[config.mk]
export PLATFORM = sky130hd
export DESIGN_NAME = l9_bram1_seq_ctrl
export DESIGN_NICKNAME = d
export VERILOG_FILES = /design/src/rtl/l9_bram1_seq_ctrl.sv
export SDC_FILE = /design/constraint.sdc
export NUM_CORES = 1
export LEC_CHECK = 0
export ABC_AREA = 1
export CAP_MARGIN = 5
export CORE_UTILIZATION = 50
export DETAILED_ROUTE_END_ITERATION = 8
export HOLD_SLACK_MARGIN = 0.03
export PLACE_DENSITY = 0.71
export SKIP_LAST_GASP = 1
export SYNTH_ARGS = -nofsm -noshare
export SYNTH_HDL_FRONTEND = slang
export SYNTH_SLANG_ARGS = --single-unit
[constraint.sdc]
create_clock -name clk -period 2.2 [get_ports clk]
set_input_delay 0.33 -clock clk [delete_from_list [all_inputs] [get_ports clk]]
set_output_delay 0.33 -clock clk [all_outputs]
set_load 0.05 [all_outputs]
[src/rtl/l9_bram1_seq_ctrl.sv]
// Layer-9 BRAM1 sequencer: walks LOAD, CONV, WB, OUT and DONE on a start pulse,
// driving the address generator's phase/lane/tap/slot codes and coordinates.
module l9_bram1_seq_ctrl #(
  parameter int XMAX       = 7,
  parameter int YMAX       = 7,
  parameter int KTAPS      = 3,
  parameter int PIPE_DEPTH = 5
) (
  input  logic       clk,
  input  logic       rst,
  input  logic       start,
  input  logic       stall,
  output logic [2:0] u,
  output logic [1:0] L,
  output logic [1:0] k,
  output logic [2:0] z,
  output logic [3:0] x,
  output logic [3:0] y,
  output logic [3:0] x_Reg5,
  output logic [3:0] y_Reg5,
  output logic       bram_en,
  output logic       bram_we,
  output logic       busy,
  output logic       done
);

  typedef enum logic [2:0] {
    S_IDLE = 3'd0, S_LOAD = 3'd1, S_CONV = 3'd2, S_WB = 3'd3, S_OUT = 3'd4, S_DONE = 3'd5
  } state_t;

  localparam logic [3:0] XM = 4'(XMAX);
  localparam logic [3:0] YM = 4'(YMAX);
  localparam logic [1:0] KM = 2'(KTAPS);
  localparam logic [3:0] FM = 4'(PIPE_DEPTH - 1);
  // The output registers form the last delay stage, so only DL internal stages are kept.
  localparam int DL = PIPE_DEPTH - 1;

  function automatic logic [2:0] slot_of(input logic v, input logic [1:0] lane);
    logic [2:0] s;
    if (!v) begin
      s = 3'd7;
    end else begin
      case (lane)
        2'd0:    s = 3'd1;
        2'd1:    s = 3'd2;
        2'd2:    s = 3'd3;
        default: s = 3'd0;
      endcase
    end
    return s;
  endfunction

  state_t     state_r, state_s;
  logic       flush_r, flush_s;
  logic [3:0] fcnt_r, fcnt_s;
  logic       dv_r [DL];
  logic [1:0] dl_r [DL];
  logic [3:0] dx_r [DL];
  logic [3:0] dy_r [DL];
  logic       dv_s [DL];
  logic [1:0] dl_s [DL];
  logic [3:0] dx_s [DL];
  logic [3:0] dy_s [DL];
  logic [2:0] u_s, z_s;
  logic [1:0] l_s, k_s;
  logic [3:0] x_s, y_s, xr_s, yr_s;
  logic       en_s, we_s, busy_s, done_s;

  logic       y_last_s, x_last_s, k_last_s, sweep_end_s;
  logic [1:0] l_inc_s;
  logic [3:0] x_inc_s, y_inc_s;

  assign y_last_s    = (y == YM);
  assign x_last_s    = (x == XM);
  assign k_last_s    = (k == KM);
  assign sweep_end_s = (L == 2'd3) && x_last_s && y_last_s;
  assign y_inc_s     = y_last_s ? 4'd0 : y + 4'd1;
  assign x_inc_s     = y_last_s ? (x_last_s ? 4'd0 : x + 4'd1) : x;
  assign l_inc_s     = (y_last_s && x_last_s) ? L + 2'd1 : L;

  // Next-state and next-output decode for the cycle after the coming edge.
  always_comb begin
    state_s = state_r;
    u_s     = 3'd2;
    l_s     = 2'd0;
    k_s     = 2'd0;
    z_s     = 3'd7;
    x_s     = 4'd0;
    y_s     = 4'd0;
    xr_s    = 4'd0;
    yr_s    = 4'd0;
    en_s    = 1'b0;
    we_s    = 1'b0;
    busy_s  = 1'b0;
    done_s  = 1'b0;
    flush_s = 1'b0;
    fcnt_s  = 4'd0;
    for (int i = 0; i < DL; i++) begin
      dv_s[i] = 1'b0;
      dl_s[i] = 2'd0;
      dx_s[i] = 4'd0;
      dy_s[i] = 4'd0;
    end
    case (state_r)
      S_IDLE: begin
        if (start) begin
          state_s = S_LOAD;
          u_s     = 3'd0;
          en_s    = 1'b1;
          we_s    = 1'b1;
          busy_s  = 1'b1;
        end else begin
          state_s = S_IDLE;
        end
      end
      S_LOAD: begin
        busy_s = 1'b1;
        en_s   = 1'b1;
        if (sweep_end_s) begin
          state_s = S_CONV;
          u_s     = 3'd3;
          k_s     = 2'd1;
        end else begin
          u_s  = 3'd0;
          we_s = 1'b1;
          l_s  = l_inc_s;
          x_s  = x_inc_s;
          y_s  = y_inc_s;
        end
      end
      S_CONV: begin
        busy_s = 1'b1;
        en_s   = 1'b1;
        if (k_last_s && sweep_end_s) begin
          state_s = S_WB;
          u_s     = 3'd4;
        end else if (k_last_s) begin
          u_s = 3'd3;
          k_s = 2'd1;
          l_s = l_inc_s;
          x_s = x_inc_s;
          y_s = y_inc_s;
        end else begin
          u_s = 3'd3;
          k_s = k + 2'd1;
          l_s = L;
          x_s = x;
          y_s = y;
        end
      end
      S_WB: begin
        busy_s  = 1'b1;
        en_s    = 1'b1;
        u_s     = 3'd4;
        dv_s[0] = ~flush_r;
        dl_s[0] = L;
        dx_s[0] = x;
        dy_s[0] = y;
        for (int i = 1; i < DL; i++) begin
          dv_s[i] = dv_r[i-1];
          dl_s[i] = dl_r[i-1];
          dx_s[i] = dx_r[i-1];
          dy_s[i] = dy_r[i-1];
        end
        if (flush_r && (fcnt_r == FM)) begin
          state_s = S_OUT;
          u_s     = 3'd5;
        end else begin
          we_s = dv_r[DL-1];
          z_s  = slot_of(dv_r[DL-1], dl_r[DL-1]);
          xr_s = dx_r[DL-1];
          yr_s = dy_r[DL-1];
          if (flush_r) begin
            flush_s = 1'b1;
            fcnt_s  = fcnt_r + 4'd1;
            l_s     = L;
            x_s     = x;
            y_s     = y;
          end else if (sweep_end_s) begin
            flush_s = 1'b1;
            fcnt_s  = 4'd0;
            l_s     = L;
            x_s     = x;
            y_s     = y;
          end else begin
            l_s = l_inc_s;
            x_s = x_inc_s;
            y_s = y_inc_s;
          end
        end
      end
      S_OUT: begin
        busy_s = 1'b1;
        en_s   = 1'b1;
        if (sweep_end_s) begin
          state_s = S_DONE;
          en_s    = 1'b0;
          done_s  = 1'b1;
        end else begin
          u_s = 3'd5;
          l_s = l_inc_s;
          x_s = x_inc_s;
          y_s = y_inc_s;
        end
      end
      S_DONE: begin
        state_s = S_IDLE;
      end
      default: begin
        state_s = S_IDLE;
      end
    endcase
  end

  // State, counters, delay line and outputs; a stall freezes all but the enables.
  always_ff @(posedge clk) begin
    if (rst) begin
      state_r <= S_IDLE;
      flush_r <= 1'b0;
      fcnt_r  <= 4'd0;
      for (int i = 0; i < DL; i++) begin
        dv_r[i] <= 1'b0;
        dl_r[i] <= 2'd0;
        dx_r[i] <= 4'd0;
        dy_r[i] <= 4'd0;
      end
      u       <= 3'd2;
      L       <= 2'd0;
      k       <= 2'd0;
      z       <= 3'd7;
      x       <= 4'd0;
      y       <= 4'd0;
      x_Reg5  <= 4'd0;
      y_Reg5  <= 4'd0;
      bram_en <= 1'b0;
      bram_we <= 1'b0;
      busy    <= 1'b0;
      done    <= 1'b0;
    end else if (stall && (state_r != S_IDLE)) begin
      bram_en <= 1'b0;
      bram_we <= 1'b0;
    end else begin
      state_r <= state_s;
      flush_r <= flush_s;
      fcnt_r  <= fcnt_s;
      for (int i = 0; i < DL; i++) begin
        dv_r[i] <= dv_s[i];
        dl_r[i] <= dl_s[i];
        dx_r[i] <= dx_s[i];
        dy_r[i] <= dy_s[i];
      end
      u       <= u_s;
      L       <= l_s;
      k       <= k_s;
      z       <= z_s;
      x       <= x_s;
      y       <= y_s;
      x_Reg5  <= xr_s;
      y_Reg5  <= yr_s;
      bram_en <= en_s;
      bram_we <= we_s;
      busy    <= busy_s;
      done    <= done_s;
    end
  end

endmodule
==> results of run 1 <==
==> Yosys cell counts (all sizes together) <==
library cell and count:
clkinv 1, buf 8, a22o 9, inv 70, o211ai 1, a32o 1
dfxtp 38, nor3 2, o21ai 12, edfxtp 44, xnor2 2, a21oi 10
xor2 1, o2bb2ai 1, nand2 68, ha 7, nand3 29, nor2 81
a31oi 4, nand4 9
==> stage by stage <==
| step | instances | hold slack [ps] | setup slack (ps) | utilization, % | cell area [sq um] |
|---|---|---|---|---|---|
| after floorplan | 398 | 399 | 206 | - | 3640 |
| after global placement | 527 | 438 | 242 | 59.8 | 4130 |
| after detailed placement | 527 | 441 | 129 | 59.8 | 4130 |
| after CTS | 543 | 456 | 166 | 62.5 | 4320 |
| after global routing | 543 | 468 | 51.4 | 62.5 | 4320 |
| final | 543 | 452 | 188 | 62.5 | 4320 |
==> flip-flops by register name (all words and copies together), names as in the netlist, 2 cells and up <==
signal / flops
k: 2
dl_r: 8
dx_r: 16
dv_r: 4
x: 4
dy_r: 16
z: 3
u: 3
y_Reg5: 4
fcnt_r: 4
state_r: 3
L: 2
y: 4
x_Reg5: 4
==> layer usage <==
| layer | vias to the layer above | global-route usage, % | share of wire (%) |
|---|---|---|---|
| met2 | 59 | 31.0 | 47 |
| met4 | 0 | 7.90 | 1.6 |
| met5 | - | 0 | 0 |
| met3 | 9 | 4.83 | 5.3 |
| li1 | 1371 | - | - |
| met1 | 1260 | 25.5 | 46 |
==> worst reg2reg max path, delay by kind of cell (launching register included) <==
kind	cells	cell delay, ps
and+or+nand+nor	6	850
DFF	1	360
adders and majority gates	1	240
AOI/OAI and AO/OA	1	230
buffers and inverters	1	140
==> how the worst min path moves through the flow <==
| stage | start | end | slack (ps) |
|---|---|---|---|
| after detailed placement | busy | busy | 440 |
| final | busy | busy | 450 |
| after floorplan | rst | flush_r | 400 |
| after global placement | dy_r[3][2] | y_Reg5[2] | 440 |
| after CTS | busy | busy | 460 |
| after global routing | dx_r[3][2] | x_Reg5[2] | 470 |
==> power groups by stage <==
stage	Sequential, uW	Clock, uW	Combinational (uW)
after floorplan	2220	0	653
after global placement	2010	0	1170
after detailed placement	2020	0	1180
after CTS	1990	1040	1190
after global routing	2010	1080	1300
final	1980	1010	1180
==> layout make-up <==
| type | instances | area (sq um) | share of cell area [%] |
|---|---|---|---|
| Multi-Input combinational cell | 237 | 1240 | 28.8 |
| Clock inverter | 6 | 48.8 | 1.13 |
| Timing Repair Buffer | 41 | 415 | 9.62 |
| Inverter | 71 | 268 | 6.20 |
| Tap cell | 96 | 120 | 2.78 |
| Clock buffer | 10 | 138 | 3.19 |
| Sequential cell | 82 | 2080 | 48.2 |
==> kinds of logic after synthesis <==
family | Yosys count | share of synthesized area (%)
xor gates and xnor gates | 3 | 0.721
AOI/OAI and AO/OA | 38 | 6.70
adders and majority gates | 7 | 2.40
buffers and inverters | 79 | 8.69
and+or+nand+nor | 189 | 24.3
DFF | 82 | 57.1
==> metrics.yaml, run 1 <==
outcome: "finished clean"
crit-reg2reg-launch: "x[0]"
number_of_antenna_violations_at_the_first_check_in_global_routing: 0
worst_skew_pair.late_latency_ps: 350
post_route_wl_mm: 6.60
netSwitchingFraction_pct: 35.7
drt_first_pass_iters: 4
wl_per_cell_microns: 12.1
path_depth: 1
netSwitchingPower_uw: 1490
layout.cells.most_common_list: "73 x sky130_fd_sc_hd__nor2_1, 64 x sky130_fd_sc_hd__inv_1, 59 x sky130_fd_sc_hd__nand2_1, 44 x sky130_fd_sc_hd__edfxtp_1, 38 x sky130_fd_sc_hd__dfxtp_1"
cts_root_buf: "sky130_fd_sc_hd__clkbuf_8"
finalWorstPathRequiredPeriod_ps: 2010
post_cts_setup_buffers: 0
mappedNetlistNets: 409
gr-total-overflow: 0
final_antenna_diode_count: 0
clockBufferDepth: 2
setup.reg_to_reg.worst_slack_ps: 290
seqPwrFrac_pct: 47.6
drc_markers: 0
power-per-cell-area_nw_per_um2: 967
timing.final.crit_share_pct: 91.4
yosysSeqAreaShare_pct: 57.1
crit_path_start_kind: "flip-flop"
place.port_buffers: 33
synth_largest_type_area_fraction_pct: 36.3
most_area_consuming_cells_after_synthesis: "sky130_fd_sc_hd__edfxtp_1 36%, sky130_fd_sc_hd__dfxtp_1 21%, sky130_fd_sc_hd__nor2_1 7.5%, sky130_fd_sc_hd__inv_1 6.6%, sky130_fd_sc_hd__nand2_1 6.1%"
holdCritPathClass: "flip-flop to flip-flop"
finalHoldViolations: 0
power.leakage_uw: 0.00173
design.core.area_sq_um: 6910
floorplan.rows: 30
worst_path_largest_cell_delay_ps: 860
grt_pass1_wl_mm: 11.2
cp-end-kind: "primary output"
most_common_cell_after_layout_fill_and_taps_aside: "sky130_fd_sc_hd__nor2_1"
criticalPathCategory: "flip-flop to primary output"
critPathTopFamily: "buffers and inverters"
finish.net_count: 453
synthesis.area_per_instance_sq_um: 9.15
setup_tns_ps: 0
slew_headroom_pct: 44.8
max_freq_mhz: 497
cp_num_buf_inv: 1
comb_power_share_pct: 28.3
cp_max_fo: 4
fp.dieW_microns: 87.4
critical_path.reg2reg.endpoint: "L[0]"
first_iter_violations: 133
timing.critical_path.required_ps: 1870
antenna_violating_nets_post_route: 0
number_of_endpoints_failing_setup_at_the_final_stage: 0
worst_r2r_path_depth: 9
via_count: 2699
worstMarginPinSlew_ps: 825
final-max-slew-violation-count: 0
critical-path-slowest-cell: "sky130_fd_sc_hd__clkdlybuf4s50_1"
post_cts_hold_buffer_count: 0
final_layout_size_suffix_gt1_share_pct: 11.9
worstHoldPathCells: 2
gp_congestion: 0.891
syn-cell-area_sq_um: 3640
critPathCapture: "x[3]"
die-height_microns: 87.4
crit_start: "x[3]"
p_total_uw: 4170
synthDistinctLibCells: 33
maxCapViolCount: 0
first_global_vias: 2443
cts_made_buffers: 9
clk_transition_reported_paths_ps: 80
floorplan.die_area_sq_um: 7630
postCtsResizedCells: 0
grt_setup_unrepaired: "false"
clock_sinks: 82
ir_worst_vdd_mv: 0.470
detail_route.vias_per_cell: 4.97
yosysTopAreaCell: "sky130_fd_sc_hd__edfxtp_1"
ctsHtreeMaxLevel: 3
dpl.hpwl_mm: 4.73
worstPathCellList: "clkdlybuf4s50_1"
fill_cells: 636
floorplan.initialDensity_pct: 52.8
grt_util_all_layers_pct: 19.5
syn-instance-count: 398
area_growth_syn_to_layout_pct: 18.5
yosys_warnings: 0
share_clk_of_total_power_pct: 24.1
clock_tree_from_tritoncts: "done"
synth-seq-cells: 82
worst_ep_arrival_time_ps: 1680
internal-power_uw: 2680
ioPinCount: 34
fin_worst_skew_ps: 9.78
grt_start_max_net_pins: 52
Note: power is estimated with default switching activity, not from simulation.
==> inputs of run 2 (changes only) <==
Settings changed: CTS_BUF_LIST set to sky130_fd_sc_hd__clkbuf_2 sky130_fd_sc_hd__clkbuf_4 sky130_fd_sc_hd__clkbuf_8.
==> results of run 2 <==
Same layout as run 1: the final DEF is identical, and so are final timing and power.
==> inputs of run 3 (changes only) <==
Settings changed: MAX_ROUTING_LAYER set to met4, SLEW_MARGIN set to 20.
==> run 3 against run 2 <==
Against the previous run:
- clock power is 32% higher
- first-iteration DRC count increased by 26%
- core utilization rose by 1.1 points
- power is 8.5% higher
- critical path depth is the same
- hold slack better by 2.2 ps
- die area unchanged
- maximum frequency down 1.6%
- wire length increased by 9.8%
- clock-buffer cell count did not move
- final cell count increased by 0.37%
- clock skew grew 1.2 ps
- critical path type unchanged
- largest power group unchanged
==> metrics.yaml, run 3 (synthesis results as in run 1) <==
clock_tree_from_tritoncts: "done"
layout.cells.most_common_list: "73 x sky130_fd_sc_hd__nor2_1, 64 x sky130_fd_sc_hd__inv_1, 59 x sky130_fd_sc_hd__nand2_1, 44 x sky130_fd_sc_hd__edfxtp_1, 38 x sky130_fd_sc_hd__dfxtp_1"
ff_latch_area_sq_um: 2080
drc_markers: 0
critical-path-slowest-cell: "sky130_fd_sc_hd__clkdlybuf4s50_1"
drt_first_pass_iters: 4
slew_headroom_pct: 46.2
timing.critical_path.required_ps: 1870
grt_util_all_layers_pct: 21.4
postCtsResizedCells: 0
grt_start_max_net_pins: 33
timing.hold.worst_endpoint: "u[0]"
cp_max_fo: 4
antenna_violating_nets_post_route: 0
floorplan.die_area_sq_um: 7630
criticalPathCategory: "flip-flop to primary output"
grt_setup_unrepaired: "false"
finalWorstPathRequiredPeriod_ps: 2040
path_depth: 1
cts_root_buf: "sky130_fd_sc_hd__clkbuf_8"
worst_skew_pair.late_latency_ps: 360
design.core.area_sq_um: 6910
gr-total-overflow: 0
worst_ep_arrival_time_ps: 1710
first_iter_violations: 167
setup_tns_ps: 0
outcome: "finished clean"
cp-end-kind: "primary output"
worst_path_largest_cell_delay_ps: 860
wl_per_cell_microns: 13.3
crit_start: "x[3]"
area_growth_syn_to_layout_pct: 20.5
critPathTopFamily: "buffers and inverters"
number_of_antenna_violations_at_the_first_check_in_global_routing: 0
worstPathCellList: "clkdlybuf4s50_1"
hp-start: "u[0]"
most_common_cell_after_layout_fill_and_taps_aside: "sky130_fd_sc_hd__nor2_1"
power-per-cell-area_nw_per_um2: 1030
first_global_vias: 2486
holdCritPathClass: "flip-flop to flip-flop"
max_freq_mhz: 489
clock_sinks: 82
detail_route.vias_per_cell: 5.03
post_cts_hold_buffer_count: 0
floorplan.initialDensity_pct: 52.8
finish.net_count: 455
ctsHtreeMaxLevel: 3
final-max-slew-violation-count: 0
ir_worst_vdd_mv: 0.472
die-height_microns: 87.4
layout.core_utilization_pct: 63.6
worstHoldPathCells: 2
final_antenna_diode_count: 0
ioPinCount: 34
clockBufferDepth: 2
floorplan.rows: 30
crit-reg2reg-launch: "x[0]"
number_of_endpoints_failing_setup_at_the_final_stage: 0
finalHoldViolations: 0
worst_r2r_path_depth: 9
fp.dieW_microns: 87.4
dpl.hpwl_mm: 4.95
worstMarginPinSlew_ps: 804
place.port_buffers: 33
multi_input_comb_area_sq_um: 1240
fin_worst_skew_ps: 11.0
critical_path.reg2reg.endpoint: "y[1]"
via_count: 2739
cp_num_buf_inv: 1
timing.final.crit_share_pct: 92.9
maxCapViolCount: 0
grt_pass1_wl_mm: 11.8
post_route_wl_mm: 7.24
power.leakage_uw: 0.00177
clk_transition_reported_paths_ps: 80
fill_cells: 622
cts_made_buffers: 9
setup.reg_to_reg.worst_slack_ps: 260
crit_path_start_kind: "flip-flop"
final_layout_size_suffix_gt1_share_pct: 12.2
post_cts_setup_buffers: 0
gp_congestion: 1.00
top_regs: "dx_r x16, dy_r x16, dl_r x8"
==> run 3: cell count changes in the layout (fill, tap and decap cells not counted), sizes merged <==
cell      previous run  this run
clkinvlp             3         2
buf                  8        10
inv                 72        71
clkinv               2         1
bufinv               0         3
==> run 3: layout make-up <==
class                           instances  share of cell area (%)
Clock buffer                           10                    2.99
Sequential cell                        82                    47.4
Timing Repair Buffer                   43                    9.80
Inverter                               71                    6.10
Multi-Input combinational cell        237                    28.4
Tap cell                               96                    2.74
Clock inverter                          6                    2.59
==> run 3: power by group <==
group          leakage, uW  switching (uW)  total (uW)  internal (uW)
combinational     0.000831             844        1210            362
clock             0.000117             563        1330            770
sequential        0.000824             110        1990           1880
==> run 3: how the worst max path moves through the flow <==
stage / endpoint
floorplan: x[3]
global placement: z[1]
detailed placement: z[2]
CTS: x[3]
global route: z[0]
finish: x[3]
==> run 3: routing by layer <==
metal / vias to the layer above / part of all wire [%] / track usage [%]
met5: - / 0 / -
met4: 0 / 1.8 / 8.49
met3: 16 / 4.7 / 5.31
met2: 78 / 48 / 33.1
met1: 1273 / 45 / 27.1
li1: 1372 / - / -
==> run 3: per-stage QoR <==
step / total power [uW] / area, sq um / worst slack (ps) / hold WS, ps / cells
after floorplan: 2880 / 3640 / 206 / 399 / 398
after global placement: 3190 / 4150 / 156 / 439 / 529
after detailed placement: 3210 / 4150 / 93.0 / 444 / 529
after CTS: 4560 / 4390 / 133 / 458 / 545
after global routing: 4750 / 4390 / 28.6 / 476 / 545
final: 4530 / 4390 / 156 / 454 / 545
==> variant, RTL diff (flow settings as in run 3) <==
One comparison of `fcnt_r` changes from == to >=.
--- a/src/rtl/l9_bram1_seq_ctrl.sv
+++ b/src/rtl/l9_bram1_seq_ctrl.sv
@@ -164,3 +164,3 @@
         end
-        if (flush_r && (fcnt_r == FM)) begin
+        if (flush_r && (fcnt_r >= FM)) begin
           state_s = S_OUT;
Behaviour: same outputs for any inputs over 10 cycles, from zero or initial values and one cycle with rst high; that may be too few to reach the edited logic, so the function may still have changed.
==> variant against run 3 <==
- sequential cell count unchanged
- routed wire length fell by 10%
- area after synthesis is 0.14% lower
- critical endpoint is now x[2]
- final area shrank 1.3%
- highest routed layer unchanged
- cell count fell by 2.9%
- worst setup slack gained 29 ps
- power up 2.6%
==> variant: results (changes against run 3) <==
| Metric | Value |
|---|---|
| Post-layout nets | 438 (-3.7%) |
| Buffer share of cell area | 9.06% (-0.74 points) |
| Total nets after synthesis | 396 (-3.2%) |
| CP Data Arrival Time | 1680 ps (-30 ps) |
| Pre-CTS setup slack | 255 ps (+162 ps) |
| Number of combinational gates with multiple inputs | 231 (-2.5%) |
| Max-slew headroom at the worst pin | 65.7% (+20 points) |
| Non-clock inverter count | 66 (-7.0%) |
| Result of the run | complete, no violations |
| Lkg Pwr | 0.00174 uW (-1.8%) |
| Wire length of the first global-routing pass | 10.8 mm (-8.4%) |
| Via count of the first global-routing pass | 2317 (-6.8%) |
| Pin count of the biggest net entering global routing | 44 (+33%) |
| Post-detailed-placement half-perimeter wirelength | 4.72 mm (-4.5%) |
| Cell types with the largest area share after synthesis | sky130_fd_sc_hd__edfxtp_1 (36%), sky130_fd_sc_hd__dfxtp_1 (21%), sky130_fd_sc_hd__nor2_1 (8.4%), sky130_fd_sc_hd__inv_1 (6.2%), sky130_fd_sc_hd__nand2_1 (5.9%) |
| Global Route met2 Usage | 29.8% (-3.3 points) |
| GRT Util Overall | 19.4% (-2.0 points) |
| Worst VDD drop | 0.677 mV (+44%) |
| Vias after detailed routing | 2599 (-5.1%) |
| Met3 track demand over resource | 3.70% (-1.6 points) |
| Highest fanout seen on the critical path | 8 (+4) |
| Start point of the critical path | x[2] |
| Fraction of area in multi-input gates | 29.1% (+0.71 points) |
| Top cell types by occurrence after synthesis | sky130_fd_sc_hd__nor2_1 (81), sky130_fd_sc_hd__inv_1 (60), sky130_fd_sc_hd__nand2_1 (57), sky130_fd_sc_hd__edfxtp_1 (44), sky130_fd_sc_hd__dfxtp_1 (38) |
| Total met3 wirelength after detailed routing | 294 um (-14%) |
| Metal2 WL | 3.05 mm (-13%) |
| Post-route clock skew | 6.02 ps (-4.96 ps) |
| Layout buffer count excluding clock buffers | 38 (-12%) |
| Insertion delay to the later sink of the worst-skew pair | 340 ps (-20 ps) |
| Sequential cells | 82 (unchanged) |
[variant: through the flow]
step | util [%] | instances | area (um^2)
detailed placement | 59.5 | 513 | 4110
global placement | 59.5 | 513 | 4110
floorplan | - | 386 | 3640
finish | 62.8 | 529 | 4330
global route | 62.8 | 529 | 4330
CTS | 62.8 | 529 | 4330
[variant: kinds of logic (layout without fill, tap and decap cells)]
group                    count (synthesis)  count (layout)  synth area share, %
AND/OR/NAND/NOR                        187             187                 25.7
flip-flops                              82              82                 57.2
XOR/XNOR                                 1               1                0.241
buffers and inverters                   73             120                 8.15
adder cells (fa/ha/maj)                  6               6                 2.06
AO/OA/AOI/OAI                           37              37                 6.60
[variant: path summary, 6_finish.rpt]
check,end,slack [ps],depth (start not counted)
max reg2reg,L[0],350,9
min,fcnt_r[3],430,2
max,x[2],190,1
min reg2reg,fcnt_r[3],430,2
[variant: power by group]
part           internal [uW]  leakage (uW)  switching, uW  total, uW
Clock                    651      0.000110            554       1210
Sequential              1890      0.000824            125       2010
Combinational            443      0.000806            980       1420
